===== src/rtl/load_store_unit_pkg.sv =====
// load_store_unit_pkg: shared constants for the load/store unit.
// Holds the cache size default, funct3 codes, op types, FSM states
// and the request legality check used at acceptance.
`ifndef _DATA_CACHE_SIZE
`define _DATA_CACHE_SIZE 4096
`endif

package load_store_unit_pkg;

    localparam int DATA_CACHE_SIZE = `_DATA_CACHE_SIZE;

    // RV32I width codes (loads and stores share B/H/W)
    localparam logic [2:0] F3_B  = 3'b000;
    localparam logic [2:0] F3_H  = 3'b001;
    localparam logic [2:0] F3_W  = 3'b010;
    localparam logic [2:0] F3_BU = 3'b100;
    localparam logic [2:0] F3_HU = 3'b101;

    localparam logic OP_READ  = 1'b0;
    localparam logic OP_WRITE = 1'b1;

    typedef enum logic [2:0] {
        S_IDLE     = 3'd0,
        S_LD_WAIT  = 3'd1,
        S_RMW_WAIT = 3'd2,
        S_WRITE    = 3'd3,
        S_RESP     = 3'd4
    } lsu_state_t;

    // Width/alignment legality; range is checked separately.
    // Unsigned codes have no store form, so they are illegal on stores.
    function automatic logic lsu_bad_code(
        input logic [2:0] f3,
        input logic       st,
        input logic [1:0] lo
    );
        logic w_bad;
        w_bad = 1'b1;
        unique case (1'b1)
            (f3 == F3_B):  w_bad = 1'b0;
            (f3 == F3_H):  w_bad = lo[0];
            (f3 == F3_W):  w_bad = (lo != 2'b00);
            (f3 == F3_BU): w_bad = st;
            (f3 == F3_HU): w_bad = st | lo[0];
            default:       w_bad = 1'b1;
        endcase
        return w_bad;
    endfunction

endpackage


===== src/rtl/load_store_unit_align.sv =====
// lsu_align: combinational lane select, load extension and store merge.
// Ports: i_funct3, i_offset (addr[1:0]), i_word (cache word), i_wdata
// (store data) -> o_load (extended load), o_store (merged write word).
module lsu_align
    import load_store_unit_pkg::*;
(
    input  logic [2:0]  i_funct3,
    input  logic [1:0]  i_offset,
    input  logic [31:0] i_word,
    input  logic [31:0] i_wdata,
    output logic [31:0] o_load,
    output logic [31:0] o_store
);

    logic [4:0]  w_bpos;
    logic [4:0]  w_hpos;
    logic [7:0]  w_byte;
    logic [15:0] w_half;

    // Bit offsets of the addressed byte and halfword lanes
    assign w_bpos = {i_offset, 3'b000};
    assign w_hpos = {i_offset[1], 4'b0000};
    assign w_byte = i_word[w_bpos +: 8];
    assign w_half = i_word[w_hpos +: 16];

    always_comb begin
        o_load = '0;
        unique case (1'b1)
            (i_funct3 == F3_B):  o_load = {{24{w_byte[7]}}, w_byte};
            (i_funct3 == F3_H):  o_load = {{16{w_half[15]}}, w_half};
            (i_funct3 == F3_W):  o_load = i_word;
            (i_funct3 == F3_BU): o_load = {24'd0, w_byte};
            (i_funct3 == F3_HU): o_load = {16'd0, w_half};
            default:             o_load = '0;
        endcase
    end

    // Only the addressed lanes take store data; the rest keep the old word
    always_comb begin
        o_store = i_word;
        unique case (1'b1)
            (i_funct3 == F3_B): o_store[w_bpos +: 8]  = i_wdata[7:0];
            (i_funct3 == F3_H): o_store[w_hpos +: 16] = i_wdata[15:0];
            (i_funct3 == F3_W): o_store = i_wdata;
            default:            o_store = i_word;
        endcase
    end

endmodule


===== src/rtl/load_store_unit.sv =====
// load_store_unit: RV32I load/store FSM in front of a 1-cycle data cache.
// Ports: i_clk/i_rst, request (i_req_valid/o_req_ready, i_funct3,
// i_is_store, i_addr, i_wdata), response (o_resp_valid, o_rdata, o_err),
// cache (o_mem_address, o_mem_val, o_mem_op_type, i_mem_val).
`ifndef _DATA_CACHE_SIZE
`define _DATA_CACHE_SIZE 4096
`endif

module load_store_unit
    import load_store_unit_pkg::*;
#(
    parameter int ADDR_LIMIT = `_DATA_CACHE_SIZE
) (
    input  logic        i_clk,
    input  logic        i_rst,
    input  logic        i_req_valid,
    output logic        o_req_ready,
    input  logic [2:0]  i_funct3,
    input  logic        i_is_store,
    input  logic [31:0] i_addr,
    input  logic [31:0] i_wdata,
    output logic        o_resp_valid,
    output logic [31:0] o_rdata,
    output logic        o_err,
    output logic [31:0] o_mem_address,
    output logic [31:0] o_mem_val,
    output logic        o_mem_op_type,
    input  logic [31:0] i_mem_val
);

    lsu_state_t  r_state;
    logic [2:0]  r_funct3;
    logic        r_is_store;
    logic [1:0]  r_offset;
    logic [31:0] r_wdata;
    logic        r_err;
    logic        r_resp_valid;
    logic [31:0] r_mem_address;
    logic        r_mem_op;

    logic        w_accept;
    logic        w_bad;
    logic [31:0] w_load;
    logic [31:0] w_store;

    assign w_accept = i_req_valid && (r_state == S_IDLE);
    assign w_bad    = lsu_bad_code(i_funct3, i_is_store, i_addr[1:0])
                    || (i_addr >= 32'(ADDR_LIMIT));

    lsu_align u_align (
        .i_funct3 (r_funct3),
        .i_offset (r_offset),
        .i_word   (i_mem_val),
        .i_wdata  (r_wdata),
        .o_load   (w_load),
        .o_store  (w_store)
    );

    always_ff @(posedge i_clk or posedge i_rst) begin
        if (i_rst) begin
            r_state       <= S_IDLE;
            r_funct3      <= '0;
            r_is_store    <= 1'b0;
            r_offset      <= '0;
            r_wdata       <= '0;
            r_err         <= 1'b0;
            r_resp_valid  <= 1'b0;
            r_mem_address <= '0;
            r_mem_op      <= OP_READ;
        end else begin
            r_resp_valid <= 1'b0;
            r_mem_op     <= OP_READ;
            unique case (r_state)
                S_IDLE: begin
                    if (w_accept) begin
                        r_funct3   <= i_funct3;
                        r_is_store <= i_is_store;
                        r_offset   <= i_addr[1:0];
                        r_wdata    <= i_wdata;
                        r_err      <= w_bad;
                        if (w_bad) begin
                            r_state      <= S_RESP;
                            r_resp_valid <= 1'b1;
                        end else begin
                            r_mem_address <= {i_addr[31:2], 2'b00};
                            if (!i_is_store) begin
                                r_state <= S_LD_WAIT;
                            end else if (i_funct3 == F3_W) begin
                                r_state  <= S_WRITE;
                                r_mem_op <= OP_WRITE;
                            end else begin
                                r_state <= S_RMW_WAIT;
                            end
                        end
                    end
                end
                S_LD_WAIT: begin
                    r_state       <= S_RESP;
                    r_resp_valid  <= 1'b1;
                    r_mem_address <= '0;
                end
                S_RMW_WAIT: begin
                    r_state  <= S_WRITE;
                    r_mem_op <= OP_WRITE;
                end
                S_WRITE: begin
                    r_state       <= S_RESP;
                    r_resp_valid  <= 1'b1;
                    r_mem_address <= '0;
                end
                S_RESP: begin
                    r_state <= S_IDLE;
                    r_err   <= 1'b0;
                end
                default: r_state <= S_IDLE;
            endcase
        end
    end

    // Cache read data only arrives in RESP (loads) or WRITE (RMW), so
    // the load result and the merged write word are formed from i_mem_val
    // in those states rather than registered.
    assign o_rdata = (r_state == S_RESP && !r_is_store && !r_err)
                   ? w_load : '0;
    assign o_mem_val = (r_state == S_WRITE) ? w_store : '0;

    assign o_req_ready   = (r_state == S_IDLE);
    assign o_resp_valid  = r_resp_valid;
    assign o_err         = r_err;
    assign o_mem_address = r_mem_address;
    assign o_mem_op_type = r_mem_op;

endmodule

===== config.mk =====
export PLATFORM = sky130hd
export DESIGN_NAME = load_store_unit
export DESIGN_NICKNAME = d
export VERILOG_FILES = /design/src/rtl/load_store_unit_pkg.sv /design/src/rtl/load_store_unit_align.sv /design/src/rtl/load_store_unit.sv
export SDC_FILE = /design/constraint.sdc
export NUM_CORES = 1
export LEC_CHECK = 0
export BUFFER_PORTS_ARGS = -buffer_cell sky130_fd_sc_hd__buf_2
export CORE_ASPECT_RATIO = 1.25
export CORE_MARGIN = 10
export CORE_UTILIZATION = 40
export DETAILED_ROUTE_END_ITERATION = 8
export GPL_TIMING_DRIVEN = 0
export PLACE_DENSITY_LB_ADDON = 0.3
export SYNTH_ARGS = -nofsm -noshare
export SYNTH_HDL_FRONTEND = slang
export SYNTH_SLANG_ARGS = --single-unit

===== constraint.sdc =====
create_clock -name i_clk -period 2.4 [get_ports i_clk]
set_clock_uncertainty 0.2 [all_clocks]
set_input_delay 0.36 -clock i_clk [delete_from_list [all_inputs] [get_ports i_clk]]
set_output_delay 0.36 -clock i_clk [all_outputs]
set_load 0.02 [all_outputs]

==> reports/metrics.cfg <==
[drt]
drt_pass1_iterations = 5
routed_wl_um = 19400
drc = 0
avgRoutedWirePerCell_um = 22.2
first_iter_violations = 461
num_vias = 5056
vias_per_cell = 5.80
ant_nets = 0

[yosys]
synthArstFlopShare = 1.00
syn_inst = 485
yosys_warnings = 0
syn_area_um2 = 4600
synthTopCellsByArea = dfrtp_1 40%, mux2_2 11%, a22oi_1 5.1%
yosysTopAreaCell = dfrtp_1
synth-edff-count = 0
yosys_register_bits = 74
ys_types = 52
synthFlopType = dfrtp_1
ys_seq_area_frac = 0.402
yosys.area.top_type_share = 0.402
synth.avg_cell_area_um2 = 9.49
yosysMostFrequentCell = dfrtp_1
netlist_top_cells_count = 74 x dfrtp_1, 62 x nor2_1, 46 x mux2_2

[die]
io-pin-count = 203
core_um2 = 11200
num_rows = 43
fp.dieW_um = 116
die_area_um2 = 16200
start_util = 0.411
fp.dieH_um = 140

[timing]
tightest_slew_ns = 0.938
fmax_mhz = 356
finalCriticalPeriod_ns = 2.81
slew_viol_final = 0
period_share = 1.17
slew_headroom = 0.373
finalSetupTns_ns = -19.88
setup_viol = 64
fin_ws_ns = -0.408
rsz0062_at_grt = true
hold_violations = 0
hold_ws_ns = 0.0229

[clock_network]
clock_latency_ns = 0.33
clkSinkCount = 74
htree_levels = 3
ctsLongestPathBuffers = 2
cts_tree = yes
cts_made_buffers = 9
clk_pin_slew_ns = 0.06
cts_hold_buf = 0
cts_root_buf = clkbuf_16

[placement]
io_buffers = 200
dpl.hpwl_um = 14400
dp_slack_ns = -0.335
gp_congestion = 0.923
placed_area_um2 = 5840

[grt]
grt_pass1_vias = 5341
grt_overflow = 0
antenna_found_initial = 0
grt_usage = 0.229
grt_pass1_wl_um = 29400
grt_max_degree = 44

[job]
drv_cap = 0

[power]
ir_worst_vdd_uv = 495
total_power_mw = 4.42
powerDensity_nw_per_um2 = 599
p_leak_nw = 3.35

[setup_path]
cp_slowest_cell = or3b_4
required_ns = 1.84
crit_chain = buf_4 -> or3b_4 -> buf_4 -> a21oi_4 -> a41o_4 -> a22oi_1 -> nor2_1 -> buf_4
critPathMostFrequentCell = buf_4
crit_path_start_kind = flop
cp-end-kind = output port
path_max_fanout = 8
max_stage_delay_ns = 0.40
critPathKind = flop to output port
cp.arrival_ns = 2.25

[run_status]
status = complete, but fails checks
violations = setup timing

[layout]
stdcell_area_um2 = 7370
drive_above_1_share = 0.610
insertedDiodeCount = 0
area_growth_pct = 60.2
fin_nets = 839

[worst_hold_path]
hp-class = primary input to asynchronous set/reset pin

-- through the flow --
step | instances | util
5_1_grt | 871 | 0.659
6_report | 871 | 0.659
3_3_place_gp | 821 | 0.520
2_1_floorplan | 486 | -
3_5_place_dp | 822 | 0.522
4_1_cts | 864 | 0.621
-- per-layer routing --
| layer | share of wire | vias up | track usage | wire length [µm] |
|---|---|---|---|---|
| met5 | 0 | - | 0 | 0 |
| met4 | 0.039 | 0 | 0.0871 | 750 |
| met3 | 0.088 | 56 | 0.0632 | 1700 |
| met2 | 0.51 | 258 | 0.390 | 9810 |
| met1 | 0.37 | 2456 | 0.264 | 7100 |
| li1 | - | 2286 | - | - |
-- state kept, by name (all words and copies together) (netlist names) --
signal	cells
o_resp_valid	1
r_funct3	3
o_err	1
r_offset	2
r_is_store	1
r_wdata	32
r_state	3
o_mem_op_type	1
o_mem_address	30
-- area by class of cell --
| class | count | area, µm² |
|---|---|---|
| Fill cell | 924 | 3820 |
| Multi-Input combinational cell | 361 | 3120 |
| Sequential cell | 74 | 1860 |
| Timing Repair Buffer | 241 | 1610 |
| Buffer | 37 | 269 |
| Clock buffer | 11 | 253 |
| Tap cell | 135 | 169 |
| Clock inverter | 5 | 60.1 |
| Inverter | 7 | 40.0 |
-- worst paths after layout --
path	start	end	slack, ns	cells after the start
max	r_offset[1]	o_mem_val[7]	-0.41	8
min	i_rst	o_mem_address[25]	0.02	2
max reg2reg	r_state[2]	o_mem_address[4]	0.38	7
min reg2reg	o_mem_address[22]	o_mem_address[22]	0.28	1
max in group asynchronous	i_rst	r_wdata[24]	1.33	3
min in group i_clk	i_addr[11]	o_mem_address[11]	0.04	3
-- critical path, delay by kind of cell, from the launching register on --
kind | cells | cell delay [ns]
compound gates | 3 | 0.47
flops | 1 | 0.39
simple gates | 2 | 0.56
buf+inv | 3 | 0.50
-- cell families (layout without fill, tap and decap cells) --
logic type / after synthesis / in the layout / synth area share
simple gates: 165 / 165 / 0.186
buf+inv: 51 / 301 / 0.0538
mux: 47 / 47 / 0.117
flops: 74 / 74 / 0.402
compound gates: 142 / 142 / 0.226
fa+ha+maj: 5 / 5 / 0.0136
other cells: 1 / 2 / 0.000815
-- cells in the final DEF, fill, tap and decap left out, types with 4 or more instances in the layout --
cell / Yosys / layout
buf_2: 16 / 149
buf_4: 4 / 73
dfrtp_1: 74 / 71
nor2_1: 62 / 55
mux2_2: 46 / 39
buf_6: 1 / 37
nand2_1: 34 / 33
and2_1: 21 / 21
a21oi_2: 0 / 19
a22oi_1: 31 / 17
a22o_1: 15 / 15
a221oi_2: 0 / 15
a22oi_2: 0 / 14
o21ai_0: 16 / 13
clkbuf_16: 0 / 10
nand3_1: 10 / 9
a21oi_4: 1 / 9
a222oi_1: 9 / 9
clkbuf_1: 19 / 8
a21oi_1: 34 / 7
nor2_2: 1 / 7
mux2_4: 0 / 7
nor4_1: 7 / 6
nor3b_2: 0 / 6
a2bb2oi_2: 0 / 4
-- where the power goes --
group	total (mW)	switching, mW	leakage (nW)	internal (mW)
combinational	1.57	0.812	2.31	0.760
clock	1.38	0.509	0.153	0.866
sequential	1.47	0.121	0.886	1.35
-- what timing repair did --
action                                  CTS  global route
endpoints found under the hold margin     0             0
resized for setup                       161            85
endpoints found under the setup margin   64            64
gates cloned                              1             1
pin swaps                                45            30
setup buffers                            28            10
Note: power is estimated with default switching activity, not from simulation.
